$ cat config.mk
export PLATFORM = sky130hd
export DESIGN_NAME = jam_cost_table_flat
export DESIGN_NICKNAME = d
export VERILOG_FILES = /design/src/rtl/jam_cost_table_if.sv /design/src/rtl/jam_cost_table.sv /design/src/flat_wrapper.sv
export SDC_FILE = /design/constraint.sdc
export NUM_CORES = 1
export LEC_CHECK = 0
export BUFFER_PORTS_ARGS = -buffer_cell sky130_fd_sc_hd__buf_2
export CORE_ASPECT_RATIO = 1.4
export CORE_MARGIN = 4
export CORE_UTILIZATION = 53
export CTS_CLUSTER_DIAMETER = 40
export DETAILED_ROUTE_END_ITERATION = 8
export MAX_ROUTING_LAYER = met4
export PLACE_DENSITY_LB_ADDON = 0.05
export SYNTH_ARGS = -nofsm -noshare
export SYNTH_HDL_FRONTEND = slang
export SYNTH_SLANG_ARGS = --single-unit
$ cat constraint.sdc
create_clock -name CLK -period 22.1 [get_ports CLK]
set_input_delay 3.315 -clock CLK [delete_from_list [all_inputs] [get_ports CLK]]
set_output_delay 3.315 -clock CLK [all_outputs]
set_load 0.03 [all_outputs]
$ cat src/rtl/jam_cost_table_if.sv
// Stream, lookup and status signals between the JAM cost table and its
// neighbours: the matrix feeder drives the stream, the engine drives W/J.
interface jam_cost_table_if #(
    parameter int CW  = 7,
    parameter int LBW = 10,
    parameter int WW  = 3
);
    logic           in_valid;
    logic [CW-1:0]  in_data;
    logic           in_ready;
    logic           reload;
    logic [WW-1:0]  W;
    logic [WW-1:0]  J;
    logic [CW-1:0]  Cost;
    logic           table_ready;
    logic [LBW-1:0] LowerBound;

    modport master (
        output in_valid, in_data, reload, W, J,
        input  in_ready, Cost, table_ready, LowerBound
    );

    modport slave (
        input  in_valid, in_data, reload, W, J,
        output in_ready, Cost, table_ready, LowerBound
    );
endinterface

$ cat src/rtl/jam_cost_table.sv
// Cost-matrix store for the JAM engine: loads an N x N matrix row-major from
// a valid/ready stream, tracks each row's minimum while loading, then sums
// the minima into LowerBound. Lookups on Cost are purely combinational.
module jam_cost_table #(
    parameter int N   = 8,
    parameter int CW  = 7,
    parameter int LBW = 10
) (
    input  logic               CLK,
    input  logic               RST,
    jam_cost_table_if.slave    bus
);
    localparam int WW = $clog2(N);
    localparam int IW = $clog2(N * N);

    localparam logic [1:0] IDLE = 2'd0;
    localparam logic [1:0] LOAD = 2'd1;
    localparam logic [1:0] SUM  = 2'd2;
    localparam logic [1:0] DONE = 2'd3;

    logic [1:0]     state_q, state_d;
    logic [IW-1:0]  idx_q, idx_d;
    logic [WW-1:0]  r_q, r_d;
    logic [LBW-1:0] lb_q, lb_d;
    logic           table_ready_q, table_ready_d;
    logic           in_ready_q, in_ready_d;
    logic [CW-1:0]  mem_q [N*N];
    logic [CW-1:0]  mem_d [N*N];
    logic [CW-1:0]  rowmin_q [N];
    logic [CW-1:0]  rowmin_d [N];

    logic           handshake;
    logic [WW-1:0]  cur_row;

    assign handshake = bus.in_valid & in_ready_q;
    assign cur_row   = idx_q[IW-1:WW];

    assign bus.in_ready    = in_ready_q;
    assign bus.table_ready = table_ready_q;
    assign bus.LowerBound  = lb_q;
    assign bus.Cost        = mem_q[{bus.W, bus.J}];

    // Next-state logic: load stream words, fold row minima, then sum them up
    always_comb begin
        state_d       = state_q;
        idx_d         = idx_q;
        r_d           = r_q;
        lb_d          = lb_q;
        table_ready_d = table_ready_q;
        mem_d         = mem_q;
        rowmin_d      = rowmin_q;

        case (state_q)
            IDLE: begin
                state_d = LOAD;
            end
            LOAD: begin
                if (bus.reload) begin
                    idx_d = '0;
                end else if (handshake) begin
                    mem_d[idx_q] = bus.in_data;
                    idx_d        = idx_q + IW'(1);
                    if (idx_q[WW-1:0] == '0) begin
                        rowmin_d[cur_row] = bus.in_data;
                    end else if (bus.in_data < rowmin_q[cur_row]) begin
                        rowmin_d[cur_row] = bus.in_data;
                    end
                    if (idx_q == IW'(N * N - 1)) begin
                        state_d = SUM;
                        lb_d    = '0;
                        r_d     = '0;
                    end
                end
            end
            SUM: begin
                if (bus.reload) begin
                    state_d       = LOAD;
                    idx_d         = '0;
                    table_ready_d = 1'b0;
                    lb_d          = '0;
                end else begin
                    lb_d = lb_q + LBW'(rowmin_q[r_q]);
                    r_d  = r_q + WW'(1);
                    if (r_q == WW'(N - 1)) begin
                        state_d       = DONE;
                        table_ready_d = 1'b1;
                    end
                end
            end
            default: begin
                if (bus.reload) begin
                    state_d       = LOAD;
                    idx_d         = '0;
                    table_ready_d = 1'b0;
                    lb_d          = '0;
                end
            end
        endcase

        in_ready_d = (state_d == LOAD);
    end

    // State, counters and status flags
    always_ff @(posedge CLK or posedge RST) begin
        if (RST) begin
            state_q       <= IDLE;
            idx_q         <= '0;
            r_q           <= '0;
            lb_q          <= '0;
            table_ready_q <= 1'b0;
            in_ready_q    <= 1'b0;
        end else begin
            state_q       <= state_d;
            idx_q         <= idx_d;
            r_q           <= r_d;
            lb_q          <= lb_d;
            table_ready_q <= table_ready_d;
            in_ready_q    <= in_ready_d;
        end
    end

    // Cost table and per-row minimum storage
    always_ff @(posedge CLK or posedge RST) begin
        if (RST) begin
            for (int i = 0; i < N * N; i++) begin
                mem_q[i] <= '0;
            end
            for (int i = 0; i < N; i++) begin
                rowmin_q[i] <= '0;
            end
        end else begin
            for (int i = 0; i < N * N; i++) begin
                mem_q[i] <= mem_d[i];
            end
            for (int i = 0; i < N; i++) begin
                rowmin_q[i] <= rowmin_d[i];
            end
        end
    end
endmodule

$ cat src/flat_wrapper.sv
// flat-port wrapper written by rule: the top's interface ports become plain ports
module jam_cost_table_flat 
#(
    parameter int N   = 8,
    parameter int CW  = 7,
    parameter int LBW = 10
)
  (CLK, RST, bus_in_valid, bus_in_data, bus_reload, bus_W, bus_J, bus_in_ready, bus_Cost, bus_table_ready, bus_LowerBound);
  jam_cost_table_if #(.CW(CW), .LBW(LBW)) bus_i ();
  input  logic CLK;
  input  logic RST;
  input wire logic [$bits(bus_i.in_valid)-1:0] bus_in_valid;
  input wire logic [$bits(bus_i.in_data)-1:0] bus_in_data;
  input wire logic [$bits(bus_i.reload)-1:0] bus_reload;
  input wire logic [$bits(bus_i.W)-1:0] bus_W;
  input wire logic [$bits(bus_i.J)-1:0] bus_J;
  output wire logic [$bits(bus_i.in_ready)-1:0] bus_in_ready;
  output wire logic [$bits(bus_i.Cost)-1:0] bus_Cost;
  output wire logic [$bits(bus_i.table_ready)-1:0] bus_table_ready;
  output wire logic [$bits(bus_i.LowerBound)-1:0] bus_LowerBound;
  assign bus_i.in_valid = bus_in_valid;
  assign bus_i.in_data = bus_in_data;
  assign bus_i.reload = bus_reload;
  assign bus_i.W = bus_W;
  assign bus_i.J = bus_J;
  assign bus_in_ready = bus_i.in_ready;
  assign bus_Cost = bus_i.Cost;
  assign bus_table_ready = bus_i.table_ready;
  assign bus_LowerBound = bus_i.LowerBound;
  jam_cost_table #(.N(N), .CW(CW), .LBW(LBW)) u_core (.CLK(CLK), .RST(RST), .bus(bus_i));
endmodule
==> flow_summary.ini, run 1 <==
[run_status]
run_status = complete, no violations

[setup_path]
path_max_fanout = 47
endpoint_kind = output port
criticalPathCategory = in2out
start_kind = primary input
cp_data_arrival_time_ns = 6.73
crit_slowest_cell = buf_4
crit_chain = buf_6 > buf_4 > mux4_2 > or3b_2 > o311ai_0 > a21oi_1 > a21oi_1 > o311ai_0 > buf_2
path_buf_inv = 3
cpPeakStageDelay_ns = 0.67
crit_family = buffers and inverters
cp.required_ns = 18.78

[floorplan]
chipWidth_um = 191
rows = 93
die_y_um = 265
start_util = 0.538
core_area_um2 = 46300
dieArea_um2 = 50600
ios = 36

[route]
viasPerCell = 6.33
wl_per_cell_um = 27.2
dr.pass1.iters = 5
ant_nets = 0
drt_iter0_drc = 821
wirelength_um = 64300
vias = 15000
route.detailed.drc = 0

[global_routing]
grt_pass1_vias = 16200
grt_pass1_wl_um = 101000
grt_max_degree = 189
antenna_found_initial = 0
grtUsageTotal = 0.270
overflow = 0

[sta]
fmax_mhz = 99.5
worst_pin_slew_ns = 1.27
clock_skew_ns = 0.0149
slew_headroom = 0.154
setup_tns_ns = 0
slew_violations = 0
rsz0062_at_grt = no
finalSetupViolCount = 0
period_needed_ns = 10.05
setup_slack_ns = 12.05
report.final.hold_viol_count = 0
min_period_over_period = 0.455

[synthesis]
synth-main-ff-cell = dfrtp_1
seq_area_frac_synth = 0.529
ys_types = 61
synth_seq_cells = 527
syn_area_um2 = 24900
async_reset_ff_frac = 1.00
synth_edf_count = 0
yosys_warnings = 0
synth_area_per_cell_um2 = 14.8
syn_nets = 1719
syn_inst = 1684

[clocking]
cts_resized = 0
worstSkewPairLatency_ns = 0.58
cts_tree = done
clock-sinks = 527
postCtsHoldBufs = 0
cts_root_buffer = clkbuf_16
clk_pin_slew_worst_paths_ns = 0.05
cts_buffers = 67
cts_buffer_depth = 3
post-cts-setup-buffer-count = 0
cts_htree_levels = 3

[final_layout]
nNetsFinal = 1729
syn2layout_area_growth_pct = 12.3
final_cell_mix = 527 x dfrtp_1, 423 x mux2_2, 132 x mux4_2
finalInstanceArea_um2 = 28000
drive_gt1_frac = 0.464
antenna_cells = 0
nFillCells = 3671
final_common_cell = dfrtp_1

[power]
internal-power_w = 0.00185
power_frac_comb = 0.106
power_frac_seq = 0.429
p_total_w = 0.00246
power.share.switching = 0.249
p_leak_nw = 13.0
switchingPower_w = 0.000613
ir_drop_v = 0.0000771
powerDensity_nw_per_um2 = 87.9
clockPowerShare = 0.466

[placed_design]
dp_hpwl_um = 40700
gp_congestion = 0.873
place_area_um2 = 25600
place_ws_ns = 11.98
io_buffers = 35

[hold_path]
hold_path.class = reg2reg

[job]
cap_viol_max_count = 0
Yosys cell counts (3+ instances only):
library cell  number  share of area
a21oi_1           21         0.0042
clkbuf_1          82          0.012
a22o_1            17         0.0060
nand2b_1           6         0.0015
and2_1             3        0.00075
mux2_2           423           0.19
nand3b_1           3        0.00090
xnor2_1            4         0.0014
ha_1              17         0.0085
o311ai_0           8         0.0028
buf_1             15         0.0023
a22oi_1           14         0.0042
o21ai_0           29         0.0058
and3_1             7         0.0018
buf_2             22         0.0044
inv_1             16         0.0024
nor4_4             4         0.0034
o21a_1             4         0.0012
a221oi_1           6         0.0021
nor2b_1            5         0.0013
dfrtp_1          527           0.53
a211oi_1           3        0.00090
nand2_1           22         0.0033
nor3_1             7         0.0014
or3_1              4         0.0010
or3b_2             4         0.0014
o211ai_1           3        0.00090
nor2_2            33         0.0083
nor2_1            32         0.0048
o31ai_1            3        0.00090
o2bb2ai_1         56          0.020
o32a_1             4         0.0016
nand3_1           28         0.0056
mux2_1            31          0.014
mux2i_1           22         0.0088
mux4_2           132           0.12
o22ai_1            3        0.00075
nand2_2           32         0.0080
metal layers:
layer	global-route usage	vias up	wire length [um]
met3	0.0348	152	2570
met5	-	-	0
met2	0.437	371	32600
met4	0.124	0	3170
met1	0.342	8035	26000
li1	-	6416	-
sequential cells by signal (all words and copies together), names as in the netlist:
register and cells:
u_core.rowmin_q 56, u_core.mem_q 448, u_core.idx_q 6, u_core.r_q 3
u_core.state_q 2, u_core.bus.in_ready 1, u_core.bus.table_ready 1, u_core.bus.LowerBound 10
metrics by stage:
step                instances  hold slack, ns   util
floorplan                1684           0.452      -
global placement         2242           0.468  0.553
detailed placement       2242           0.475  0.553
CTS                      2364           0.487  0.605
global route             2364           0.502  0.605
finish                   2364           0.487  0.605
power by group through the flow:
stage | registers (W) | logic [W] | clock network [W]
final | 0.00106 | 0.000260 | 0.00115
after global routing | 0.00106 | 0.000284 | 0.00121
after CTS | 0.00106 | 0.000263 | 0.00117
after detailed placement | 0.00107 | 0.000262 | 0
after global placement | 0.00107 | 0.000258 | 0
after floorplan | 0.00105 | 0.000201 | 0
logic make-up (layout without fill, tap and decap cells):
group           after synthesis  in the layout  synth area share
xor+xnor                      5              5           0.00176
fa+ha+maj                    18             18           0.00933
flops                       527            527             0.529
simple gates                202            202            0.0486
compound gates              186            186            0.0562
mux                         608            608             0.333
buf+inv                     138            201            0.0220
area by class of cell:
type,count,area [um^2],area share
clock buffer,88,1940,0.0694
clock inverter,34,429,0.0153
inverter,18,75.1,0.00268
multi-input combinational,1019,11200,0.400
sequential,527,13200,0.471
tap,617,772,0.0276
timing repair buffer,61,394,0.0141
final timing paths:
check | start | end | slack, ns | cells after the start
max | bus_J[0] | bus_Cost[5] | 12.05 | 9
min | u_core.mem_q[254] | u_core.mem_q[254] | 0.49 | 1
max reg2reg | u_core.idx_q[5] | u_core.rowmin_q[1] | 17.03 | 13
min reg2reg | u_core.mem_q[254] | u_core.mem_q[254] | 0.49 | 1
max in group asynchronous | RST | u_core.mem_q[405] | 17.55 | 3
min in group asynchronous | RST | u_core.bus.LowerBound[9] | 2.95 | 2
(Power assumes the default switching activity.)
==> run 2: changes to the inputs <==
==> constraint.sdc (replaced) <==
create_clock -name CLK -period 8.1 [get_ports CLK]
set_input_delay 1.215 -clock CLK [delete_from_list [all_inputs] [get_ports CLK]]
set_output_delay 1.215 -clock CLK [all_outputs]
set_load 0.03 [all_outputs]
==> flow_summary.ini, run 2 (synthesized netlist as in run 1, its figures left out) <==
[placed_design]
gp_congestion = 0.844
place_area_um2 = 25700
dp.cells = 2244
dp_hpwl_um = 39600
io_buffers = 35

[power]
p_leak_nw = 13.0
p_total_w = 0.00665
ir_drop_v = 0.000199
powerDensity_nw_per_um2 = 238

[floorplan]
dieArea_um2 = 50600
core_area_um2 = 46300
chipWidth_um = 191
start_util = 0.538
rows = 93
ios = 36
die_y_um = 265

[setup_path]
endpoint_kind = output port
r2r_start = u_core.idx_q[3]
criticalPathCategory = in2out
cpPeakStageDelay_ns = 0.65
path_max_fanout = 58
cp_data_arrival_time_ns = 4.12
crit_slowest_cell = buf_6
reg2reg_depth = 12
cp.required_ns = 6.88
cp-startpoint = bus_J[0]
start_kind = primary input
path_buf_inv = 3
cp.depth = 8
crit_chain = buf_6 > buf_4 > mux4_2 > o311ai_0 > a21oi_1 > a21oi_1 > o311ai_0 > buf_2
crit_family = buffers and inverters

[global_routing]
grt_pass1_wl_um = 99200
grtUsageTotal = 0.266
grt_max_degree = 194
antenna_found_initial = 0
grt_pass1_vias = 15700
overflow = 0

[final_layout]
regMostFlops = u_core.mem_q
drive_gt1_frac = 0.467
nFillCells = 3665
final_cell_mix = 527 x dfrtp_1, 423 x mux2_2, 132 x mux4_2
nNetsFinal = 1732
stdcell_count = 2364
final_common_cell = dfrtp_1
multi_input_area_um2 = 11200
sequential_cell_area_um2 = 13200
syn2layout_area_growth_pct = 12.2
finalInstanceArea_um2 = 28000
utilization = 0.604
largest_reg_flops = 448
antenna_cells = 0

[sta]
slew_headroom = 0.258
report.final.hold_viol_count = 0
finalSetupViolCount = 0
fmax_mhz = 187
period_needed_ns = 5.34
clock_skew_ns = 0.0191
setup_tns_ns = 0
rsz0062_at_grt = no
min_period_over_period = 0.659
slew_violations = 0
worst_pin_slew_ns = 1.11

[route]
dr.pass1.iters = 5
viasPerCell = 6.31
route.detailed.drc = 0
wirelength_um = 64200
vias = 14900
drt_iter0_drc = 939
ant_nets = 0
wl_per_cell_um = 27.2

[clocking]
cts_root_buffer = clkbuf_16
cts_buffer_depth = 3
cts_tree = done
clk_pin_slew_worst_paths_ns = 0.06
cts_resized = 0
cts_htree_levels = 3
postCtsHoldBufs = 0
cts_buffers = 68
post-cts-setup-buffer-count = 0
clock-sinks = 527
worstSkewPairLatency_ns = 0.58

[run_status]
run_status = complete, no violations

[job]
cap_viol_max_count = 0

[hold_path]
hold_path.class = reg2reg
hold_path_depth = 1
hp-start = u_core.mem_q[26]
-- run 2: worst paths after layout --
path,end,slack (ns)
worst max-delay path,bus_Cost[4],2.76
worst min-delay path,u_core.mem_q[26],0.49
worst max register to register,u_core.rowmin_q[50],3.84
worst min register to register,u_core.mem_q[26],0.49
max in group asynchronous,u_core.mem_q[318],5.43
min in group asynchronous,u_core.mem_q[369],0.94
-- run 2: power by group --
group | switching [W] | total, W | internal, W
Clock | 0.00119 | 0.00306 | 0.00187
Sequential | 0.000108 | 0.00288 | 0.00278
Combinational | 0.000392 | 0.000701 | 0.000310
-- run 2: final cells by class --
class | count | area share
Clock buffer | 81 | 0.0675
Clock inverter | 39 | 0.0149
Tap cell | 617 | 0.0276
Inverter | 18 | 0.00255
Timing Repair Buffer | 63 | 0.0151
Sequential cell | 527 | 0.472
Multi-Input combinational cell | 1019 | 0.401
-- run 2: stage by stage --
stage / setup slack, ns / hold WS [ns]
2_1_floorplan: -0.277 / 0.452
3_3_place_gp: 2.68 / 0.462
3_5_place_dp: 2.76 / 0.471
4_1_cts: 2.77 / 0.483
5_1_grt: 2.50 / 0.507
6_report: 2.76 / 0.485
-- run 2: per-layer routing --
metal	global-route usage	routed length [um]	vias to the layer above
li1	-	-	6418
met1	0.352	27200	8012
met2	0.430	32300	359
met3	0.0358	2740	136
met4	0.0860	2040	0
met5	-	0	-
